$ cat src/rtl/vlc_pkg.sv
// Shared types and constants for the vehicle lamp controller and its decoder.
package vlc_pkg;

  // Operating mode as seen on the lamp controller and decoder ports.
  typedef enum logic [1:0] {
    MODE_IDLE   = 2'd0,
    MODE_LEFT   = 2'd1,
    MODE_RIGHT  = 2'd2,
    MODE_HAZARD = 2'd3
  } vlc_mode_t;

  // Decoder tracking state; ACQ means no mode is currently being followed.
  typedef enum logic [1:0] {
    DEC_ACQ,
    DEC_LEFT,
    DEC_RIGHT,
    DEC_HAZ
  } vlc_dec_state_t;

  // Per-side lamp patterns; bit0 is the inner lamp, which lights first.
  localparam logic [2:0] LAMP_OFF = 3'b000;
  localparam logic [2:0] LAMP_S1  = 3'b001;
  localparam logic [2:0] LAMP_S2  = 3'b011;
  localparam logic [2:0] LAMP_S3  = 3'b111;

  // Full six-lamp pattern, packed as {left, right}.
  typedef logic [5:0] vlc_pattern_t;

  localparam vlc_pattern_t PAT_OFF = {LAMP_OFF, LAMP_OFF};
  localparam vlc_pattern_t PAT_L1  = {LAMP_S1, LAMP_OFF};
  localparam vlc_pattern_t PAT_R1  = {LAMP_OFF, LAMP_S1};
  localparam vlc_pattern_t PAT_HAZ = {LAMP_S3, LAMP_S3};

  // Legal successor of a non-OFF pattern while following a mode.
  // The final step of every sequence returns to OFF.
  function automatic vlc_pattern_t next_step(input vlc_dec_state_t st,
                                             input vlc_pattern_t   cur);
    logic [2:0] lamps;
    logic [2:0] nxt;
    lamps = (st == DEC_RIGHT) ? cur[2:0] : cur[5:3];
    case (lamps)
      LAMP_S1: nxt = LAMP_S2;
      LAMP_S2: nxt = LAMP_S3;
      default: nxt = LAMP_OFF;
    endcase
    case (st)
      DEC_LEFT:  next_step = {nxt, LAMP_OFF};
      DEC_RIGHT: next_step = {LAMP_OFF, nxt};
      default:   next_step = PAT_OFF;
    endcase
  endfunction

  // Reported mode for a decoder state; ACQ reads as IDLE.
  function automatic vlc_mode_t state_to_mode(input vlc_dec_state_t st);
    case (st)
      DEC_LEFT:  state_to_mode = MODE_LEFT;
      DEC_RIGHT: state_to_mode = MODE_RIGHT;
      DEC_HAZ:   state_to_mode = MODE_HAZARD;
      default:   state_to_mode = MODE_IDLE;
    endcase
  endfunction

endpackage

$ cat src/rtl/vlc_hold_timer.sv
// Saturating hold timer: counts cycles since the last clear and flags the
// moment the count reaches TIMEOUT. It stays saturated afterwards, so the
// flag fires once per held pattern.
module vlc_hold_timer #(
  parameter int TIMEOUT = 1024
) (
  input  logic clk,
  input  logic rst,
  input  logic clear,
  output logic expired
);

  localparam int CNT_W = $clog2(TIMEOUT + 1);
  localparam logic [CNT_W-1:0] LIMIT = CNT_W'(TIMEOUT);

  logic [CNT_W-1:0] hold_cnt;

  // Count up from zero after each clear, stopping at LIMIT.
  always_ff @(posedge clk) begin
    // NOTE: sequential state uses non-blocking assignments so every register samples pre-edge values.
    if (rst || clear) begin
      hold_cnt <= '0;
    end else if (hold_cnt != LIMIT) begin
      hold_cnt <= hold_cnt + CNT_W'(1);
    end
  end

  // High during the cycle whose closing edge brings the count to LIMIT, so
  // the owner acts on that same edge. A clear in that cycle takes priority.
  assign expired = !clear && (hold_cnt == LIMIT - CNT_W'(1));

endmodule

$ cat src/rtl/vlc_lamp_decoder.sv
// Tail-lamp pattern decoder: rebuilds the controller mode from the six lamp
// lines, flags illegal transitions and stuck patterns, and counts errors.
module vlc_lamp_decoder
  import vlc_pkg::*;
#(
  parameter int LOCK_STEPS = 4,
  parameter int TIMEOUT    = 1024
) (
  input  logic       clk,
  input  logic       rst,
  input  logic [2:0] left_lamp,
  input  logic [2:0] right_lamp,
  output logic [1:0] mode,
  output logic       mode_valid,
  output logic       err,
  output logic [7:0] err_count,
  output logic       stuck
);

  localparam logic [3:0] LOCK_MAX = 4'(LOCK_STEPS);

  vlc_dec_state_t state, state_nx, tgt;
  vlc_pattern_t   pattern, cur, cur_nx;
  logic [3:0]     lock_cnt, lock_nx, lock_inc;
  logic           change, expired, err_hit, stuck_nx;

  assign pattern = {left_lamp, right_lamp};
  assign change  = (pattern != cur);

  vlc_hold_timer #(
    .TIMEOUT (TIMEOUT)
  ) u_hold_timer (
    .clk     (clk),
    .rst     (rst),
    .clear   (change),
    .expired (expired)
  );

  // Classify the current cycle: pattern change, hold expiry, or nothing.
  always_comb begin
    // NOTE: every output of this block gets a default first, so no path can infer a latch.
    state_nx = state;
    cur_nx   = cur;
    lock_nx  = lock_cnt;
    stuck_nx = stuck;
    err_hit  = 1'b0;
    tgt      = DEC_ACQ;
    lock_inc = (lock_cnt == LOCK_MAX) ? lock_cnt : lock_cnt + 4'd1;

    if (change) begin
      cur_nx   = pattern;
      stuck_nx = 1'b0;
      if (cur == PAT_OFF) begin
        // Leaving OFF: only the first step of a sequence is acceptable.
        case (pattern)
          PAT_L1:  tgt = DEC_LEFT;
          PAT_R1:  tgt = DEC_RIGHT;
          PAT_HAZ: tgt = DEC_HAZ;
          default: tgt = DEC_ACQ;
        endcase
        if (tgt == DEC_ACQ) begin
          err_hit = 1'b1;
        end else begin
          lock_nx  = (tgt == state) ? lock_inc : 4'd1;
          state_nx = tgt;
        end
      end else if (state == DEC_ACQ) begin
        // Not following a mode: wait for OFF before re-acquiring.
        err_hit = (pattern != PAT_OFF);
      end else if (pattern == next_step(state, cur)) begin
        // Next step of the sequence, including the terminal return to OFF.
        lock_nx = lock_inc;
      end else if (pattern == PAT_OFF) begin
        // Sequence cut short; benign, but the mode is no longer known.
        lock_nx  = '0;
        state_nx = DEC_ACQ;
      end else begin
        err_hit = 1'b1;
      end

      if (err_hit) begin
        lock_nx  = '0;
        state_nx = DEC_ACQ;
      end
    end else if (expired) begin
      if (cur != PAT_OFF) begin
        // A lit pattern held too long: the lamps are stuck.
        err_hit  = 1'b1;
        stuck_nx = 1'b1;
        lock_nx  = '0;
      end else begin
        // Lamps dark for the whole window: a trustworthy IDLE.
        state_nx = DEC_ACQ;
        lock_nx  = LOCK_MAX;
      end
    end
  end

  // Register tracking state and all outputs.
  always_ff @(posedge clk) begin
    if (rst) begin
      state      <= DEC_ACQ;
      cur        <= PAT_OFF;
      lock_cnt   <= '0;
      mode       <= MODE_IDLE;
      mode_valid <= 1'b0;
      err        <= 1'b0;
      err_count  <= '0;
      stuck      <= 1'b0;
    end else begin
      state      <= state_nx;
      cur        <= cur_nx;
      lock_cnt   <= lock_nx;
      mode       <= state_to_mode(state_nx);
      mode_valid <= (lock_nx == LOCK_MAX);
      err        <= err_hit;
      stuck      <= stuck_nx;
      if (err_hit && (err_count != 8'hFF)) begin
        err_count <= err_count + 8'd1;
      end
    end
  end

endmodule

$ cat config.mk
export PLATFORM = sky130hd
export DESIGN_NAME = vlc_lamp_decoder
export DESIGN_NICKNAME = d
export VERILOG_FILES = /design/src/rtl/vlc_pkg.sv /design/src/rtl/vlc_hold_timer.sv /design/src/rtl/vlc_lamp_decoder.sv
export SDC_FILE = /design/constraint.sdc
export NUM_CORES = 1
export LEC_CHECK = 0
export ABC_AREA = 1
export ABC_CLOCK_PERIOD_IN_PS = 2000
export BUFFER_PORTS_ARGS = -buffer_cell sky130_fd_sc_hd__buf_2
export CAP_MARGIN = 20
export CORE_UTILIZATION = 50
export CTS_BUF_LIST = sky130_fd_sc_hd__clkbuf_8 sky130_fd_sc_hd__clkbuf_16
export DETAILED_ROUTE_END_ITERATION = 10
export GPL_ROUTABILITY_DRIVEN = 0
export GPL_TIMING_DRIVEN = 0
export HOLD_SLACK_MARGIN = 0.05
export PLACE_DENSITY = 0.7
export SYNTH_ARGS = -nofsm -noshare
export SYNTH_HDL_FRONTEND = slang
export SYNTH_SLANG_ARGS = --single-unit
$ cat constraint.sdc
create_clock -name clk -period 2 [get_ports clk]
set_input_delay 0.1 -clock clk [delete_from_list [all_inputs] [get_ports clk]]
set_output_delay 0.1 -clock clk [all_outputs]
set_load 0.005 [all_outputs]
; After elaboration in Yosys (flattened, before gate mapping)
; Cells that the tools add are included.
[word_totals]
reg_bits = 36
output_inout_bits = 13
elab_cells = 81
[classes]
add_sub_neg = 3
n_eq_ne = 18
muxes = 39
reduce_logical = 12
[ops]
columns = operator, n
row1 = 4-bit two-way mux, 10
row2 = 2-bit two-way mux, 11
row3 = 6-bit two-way mux, 3
row4 = 6-bit zero test, 2
row5 = 2-bit case mux with 3 select lines, 2
row6 = 6-bit case mux with 2 select lines, 1
row7 = 6-bit nonzero test, 2
row8 = "11-bit by 1-bit adder with 11-bit output, second input constant", 1
row9 = "11-bit by 10-bit equality test with 1-bit output, second input constant", 1
row10 = "11-bit inequality test, second input constant", 1
row11 = 1-bit two-way mux, 9
row12 = "8-bit by 1-bit adder with 8-bit output, second input constant", 1
row13 = "4-bit by 3-bit equality test with 1-bit output, second input constant", 2
row14 = "8-bit inequality test, second input constant", 1
row15 = "2-bit equality test, second input constant", 3
row16 = "6-bit by 1-bit equality test with 1-bit output, second input constant", 1
row17 = "6-bit by 4-bit equality test with 1-bit output, second input constant", 1
row18 = 6-bit equality test, 1
row19 = "6-bit equality test, second input constant", 1
row20 = 3-bit two-way mux, 2
row21 = 6-bit inequality test, 1
row22 = 3-bit case mux with 2 select lines, 1
row23 = "4-bit by 1-bit adder with 4-bit output, second input constant", 1
row24 = "2-bit by 1-bit equality test with 1-bit output, second input constant", 2
row25 = 9 further kinds, 11

; Depth between registers and ports, before layout
[logic_depth]
word_depth = 17
ltp_mapped = 19
depth_no_buf = 19

; Hierarchy
; A second synthesis with hierarchy kept.
[hier_totals]
cells_unflattened = 352
hier_area_um2 = 2282.2
[modules_own_cells]
columns = module, n_inst, cells_each, area_per_inst_um2, seq_area_each_um2
row1 = vlc_lamp_decoder, 1, 265, 1676.6, 480.5
row2 = vlc_hold_timer, 1, 87, 605.6, 220.2

; Worst setup path before layout
; No wires, ideal clock.
[synth_timing]
kind = register to register
from = reg mode[0] (netlist name)
to = reg err_count[6]
setup_ps = 115
arrival_ps = 1852
required_ps = 1885
setup_slack_ps = 33
path_stages_with_launch = 19
synth_period_minus_slack_ps = 1967
cell_sequence = dfxtp_1 -> inv_1 -> ha_1 -> nand2_1 -> inv_1 -> nand2_1 -> nand2_1 -> nand2_1 -> nand3_2 -> nor2_4 -> nand3_2 -> nand2_2 -> nand2_4 -> nand2_2 -> nand2_2 -> nand2_4 -> inv_4 -> a21oi_1 -> nor2_1
[synth_rtl]
columns = item, line_no
row1 = to (signal assigned), vlc_lamp_decoder.sv:119  ; err_count <= err_count + 8'd1;
row2 = to (decl), vlc_lamp_decoder.sv:16  ; output logic [7:0] err_count,

==> summary.md <==
The count of cells in the finished layout, fillers not included, comes to 441. Across the routed clock network, the largest skew measured is 0.00564 ns. Among all cell types in the netlist, the one instantiated most often is sky130_fd_sc_hd__nand2_1. For the final-report hold violation count, the log shows 0.

No sink is reached through more buffers than the 2 on the longest clock path. Entering global routing, the biggest net connects 11 pins. The logs give 52.0% for the effective utilization at floorplan and 34 for the number of distinct library cells after synthesis.

Setup violations remaining at the end of the flow were counted as 0. In the routed design, unresolved DRC markers number 0. The layout filler cell count was 416; the worst-case register-to-register setup slack was 0.06 ns. Endpoint of the most critical register-to-register path: err_count[6]. Counting flops with a built-in enable in the synthesized netlist gives 0. The worst-case IR drop observed on VDD is 0.482 mV. The number of antenna violations at the first check in global routing came out at 0. The final route contains 2262 vias. Clock-pin slew was measured on the worst setup and hold paths at 0.07 ns. The arrival time of data at the critical path endpoint came out at 2.13 ns. Buffers placed on the I/O ports in this run total 19. The die is 69.3 µm tall.

The number of nets at the end of the flow was 404; the gate count after technology mapping was 356. The run gives 0 as the total of warnings raised by yosys. The number of antenna repair diodes is 0, and the final worst-path cycle share is 97.1%.

Once detail routing completed, the nets flagged for antenna violations numbered 0. In this run the most critical hold path is launched from right_lamp[1]. For hold timing, the worst endpoint is cur[1]. Dividing the detail-routed wire length by the instance count gives 11.0 µm. The worst register-to-register path has a depth of 18. The worst hold-check path type was in2reg.

The portion of the post-synthesis area used by sequential elements is 31.0%, and the average instance area after synthesis is 6.36 µm². The first global-routing pass estimated 8450 µm of wire. Summed over all cells, the static leakage comes to 1.22 nW.

The global-route congestion overflow total was 0. The most area-hungry cell type in the Yosys netlist is sky130_fd_sc_hd__dfxtp_1. The combined global-route utilization of all metal layers is 21.2%. The critical path is of the reg2reg type. The core region is 0.00435 mm². For the via count of the first global-routing pass, the log shows 2011. In the synthesized netlist the dominant register cell turns out to be sky130_fd_sc_hd__dfxtp_1. The iteration count of the initial detailed-routing pass came out at 4. The nature of the critical path startpoint was a flop. Ranked by total cell area, the synthesized netlist is headed by sky130_fd_sc_hd__dfxtp_1 (31%), sky130_fd_sc_hd__nand2_1 (14%), sky130_fd_sc_hd__nor2_1 (9.6%), sky130_fd_sc_hd__nand3_1 (7.5%), sky130_fd_sc_hd__inv_1 (7.0%). The number of nets in the synthesized netlist is 372. The ratio of total power to cell area is 518 mW/mm².

The tools report the number of core rows as 24. The max-slew violation count is 0, and the time the worst path needs with I/O delays and setup is 1.94 ns. Based on the critical path, the design can be clocked at up to 515 MHz. The worst hold path passes through 3 cells. For the pin with the worst max-slew slack, the measured transition is 0.699 ns. Across the run, the number of max-cap violations was 0. The overall die width is 69.3 µm. After synthesis the netlist holds a flip-flop and latch count of 35. The startpoint identified for the worst register-to-register timing path is mode[0].

The clock net in this run drives a total of 35 sinks. The summed instance area of the synthesized netlist came out at 0.00226 mm². Setup repair after global routing could not meet its margin everywhere. The floorplan step defined a die boundary enclosing 0.00480 mm². The root buffer selected by CTS was sky130_fd_sc_hd__clkbuf_8. In the final layout, the share of cells above drive strength 1 is 22.4%. The run finished with clean final reports. The worst-path maximum fanout works out to 8.

The worst pin sits at a relative slew slack of 53.0%. The final layout contains routed wiring with a total length of 4870 µm. STA puts the critical path data required time at 2.19 ns. The placed wire-length estimate is 3640 µm, and the I/O pin count is 21. Including well taps, the total number of placed cells is 427. Counting flops with an async set or reset pin after synthesis yields a share of 0%.

Relative to the synthesized area, the layout overhead comes to 19.8%. The fraction of post-synthesis cell area in the top cell type by area was 31.0%. Hold is met by 0.103 ns. The first routing iteration left 167 violations.

The clock insertion delay at the later pin of the skew report came out at 0.28 ns. Dividing the detail-routed via count by the number of cells gives 5.13. STA classifies the critical path endpoint as a flop. In the synthesized netlist, the cells that appear most often are sky130_fd_sc_hd__nand2_1 (87), sky130_fd_sc_hd__nor2_1 (58), sky130_fd_sc_hd__inv_1 (42), sky130_fd_sc_hd__dfxtp_1 (35), sky130_fd_sc_hd__nand3_1 (34). TritonCTS built the clock tree. The logs give 2 for the H-tree level count and 5 for the clock buffer count from CTS.
==> worst max-delay path: stages, from the launching register on <==
cell	delay, ns
sky130_fd_sc_hd__dfxtp_4	0.36
sky130_fd_sc_hd__inv_4	0.05
sky130_fd_sc_hd__ha_4	0.18
sky130_fd_sc_hd__inv_4	0.06
sky130_fd_sc_hd__nand3_4	0.08
sky130_fd_sc_hd__nand2_4	0.10
sky130_fd_sc_hd__nand3_2	0.08
sky130_fd_sc_hd__nand2_2	0.07
sky130_fd_sc_hd__nand2_2	0.05
sky130_fd_sc_hd__inv_2	0.07
sky130_fd_sc_hd__nand3_2	0.09
sky130_fd_sc_hd__nand2_2	0.10
sky130_fd_sc_hd__nand2_4	0.08
sky130_fd_sc_hd__nand2_4	0.08
sky130_fd_sc_hd__nand2_4	0.06
sky130_fd_sc_hd__nand2_8	0.11
sky130_fd_sc_hd__inv_8	0.05
sky130_fd_sc_hd__a21oi_2	0.12
sky130_fd_sc_hd__nor2_1	0.04
==> through the flow <==
stage / instance area, µm² / setup TNS, ns / worst slack (ns) / total power [mW] / utilization (%)
floorplan: 2260 / 0 / 0.0328 / 0.873 / -
global placement: 2420 / -2.54 / -0.266 / 0.922 / 55.7
detailed placement: 2420 / -2.83 / -0.271 / 0.924 / 55.7
CTS: 2600 / 0 / 0.0111 / 1.41 / 59.6
global route: 2710 / -0.603 / -0.0912 / 1.48 / 62.3
finish: 2710 / 0 / 0.0581 / 1.40 / 62.3
==> cell families (layout without fill, tap and decap cells) <==
| kind of cell | Yosys count | count (layout) | synth area share [%] |
|---|---|---|---|
| flip-flops | 35 | 35 | 31.0 |
| XOR/XNOR | 12 | 12 | 4.64 |
| AO/OA/AOI/OAI | 29 | 29 | 6.74 |
| buffers and inverters | 57 | 90 | 9.78 |
| AND/OR/NAND/NOR | 214 | 214 | 43.0 |
| multiplexers | 1 | 1 | 0.442 |
| adder cells (fa/ha/maj) | 8 | 8 | 4.42 |
==> state kept, by name (all words and copies together) (netlist names) <==
signal	flops
cur	6
err	1
err_count	8
lock_cnt	4
mode	2
mode_valid	1
state	1
stuck	1
u_hold_timer.hold_cnt	11
==> cells in the final DEF (no fill, tap or decap), drive strengths merged <==
cell type,Yosys,layout
clkinv,0,1
a31oi,1,1
nand3,38,38
nand4,9,9
clkbuf,2,7
nor4,2,2
a211oi,1,1
xnor2,3,3
a21oi,17,17
xor2,9,9
ha,8,8
nor3,6,6
buf,3,27
dfxtp,35,35
mux2i,1,1
or2,4,4
inv,52,55
nor2,60,60
nand2,93,93
o21ai,10,10
nand3b,2,2
==> layer usage <==
layer / vias to the layer above / GRT usage, % / wire length [µm]
met5: - / 0 / 0
met4: 0 / 6.35 / 52
met3: 6 / 4.07 / 150
met2: 40 / 35.4 / 2320
met1: 1026 / 27.5 / 2350
li1: 1190 / - / -
==> worst max-delay path by stage <==
stage	endpoint	cells after the start	slack, ns	from
detailed placement	mode_valid	17	-0.27	mode[0]
global placement	mode_valid	17	-0.27	mode[0]
floorplan	err_count[6]	18	0.03	mode[0]
CTS	err_count[6]	16	0.01	state[1]
global route	err_count[6]	18	-0.09	mode[0]
finish	err_count[6]	18	0.06	mode[0]
==> repair_timing <==
action                                 in CTS  in global routing
setup endpoints to repair                  16                 16
pin swaps                                   7                 15
resized for setup                          18                 29
hold buffers                                0                  0
buffers inserted                            4                  1
endpoints found under the hold margin       0                  0
gates cloned                                1                  0
==> cell type report <==
type | count | area [µm²] | share of cell area (%)
multi-input cells | 264 | 1480 | 54.4
flip-flops and latches | 35 | 708 | 26.1
inverters | 52 | 215 | 7.94
repair buffers | 24 | 136 | 5.03
clock buffers | 5 | 68.8 | 2.54
well taps | 52 | 65.1 | 2.40
plain buffers | 5 | 23.8 | 0.877
clock inverters | 3 | 12.5 | 0.461
repair inverters | 1 | 6.26 | 0.231
==> power by group <==
| part | switching (mW) | internal (mW) |
|---|---|---|
| Combinational | 0.127 | 0.0699 |
| Sequential | 0.0212 | 0.713 |
| Clock | 0.238 | 0.234 |
Note: power is estimated with default switching activity, not from simulation.
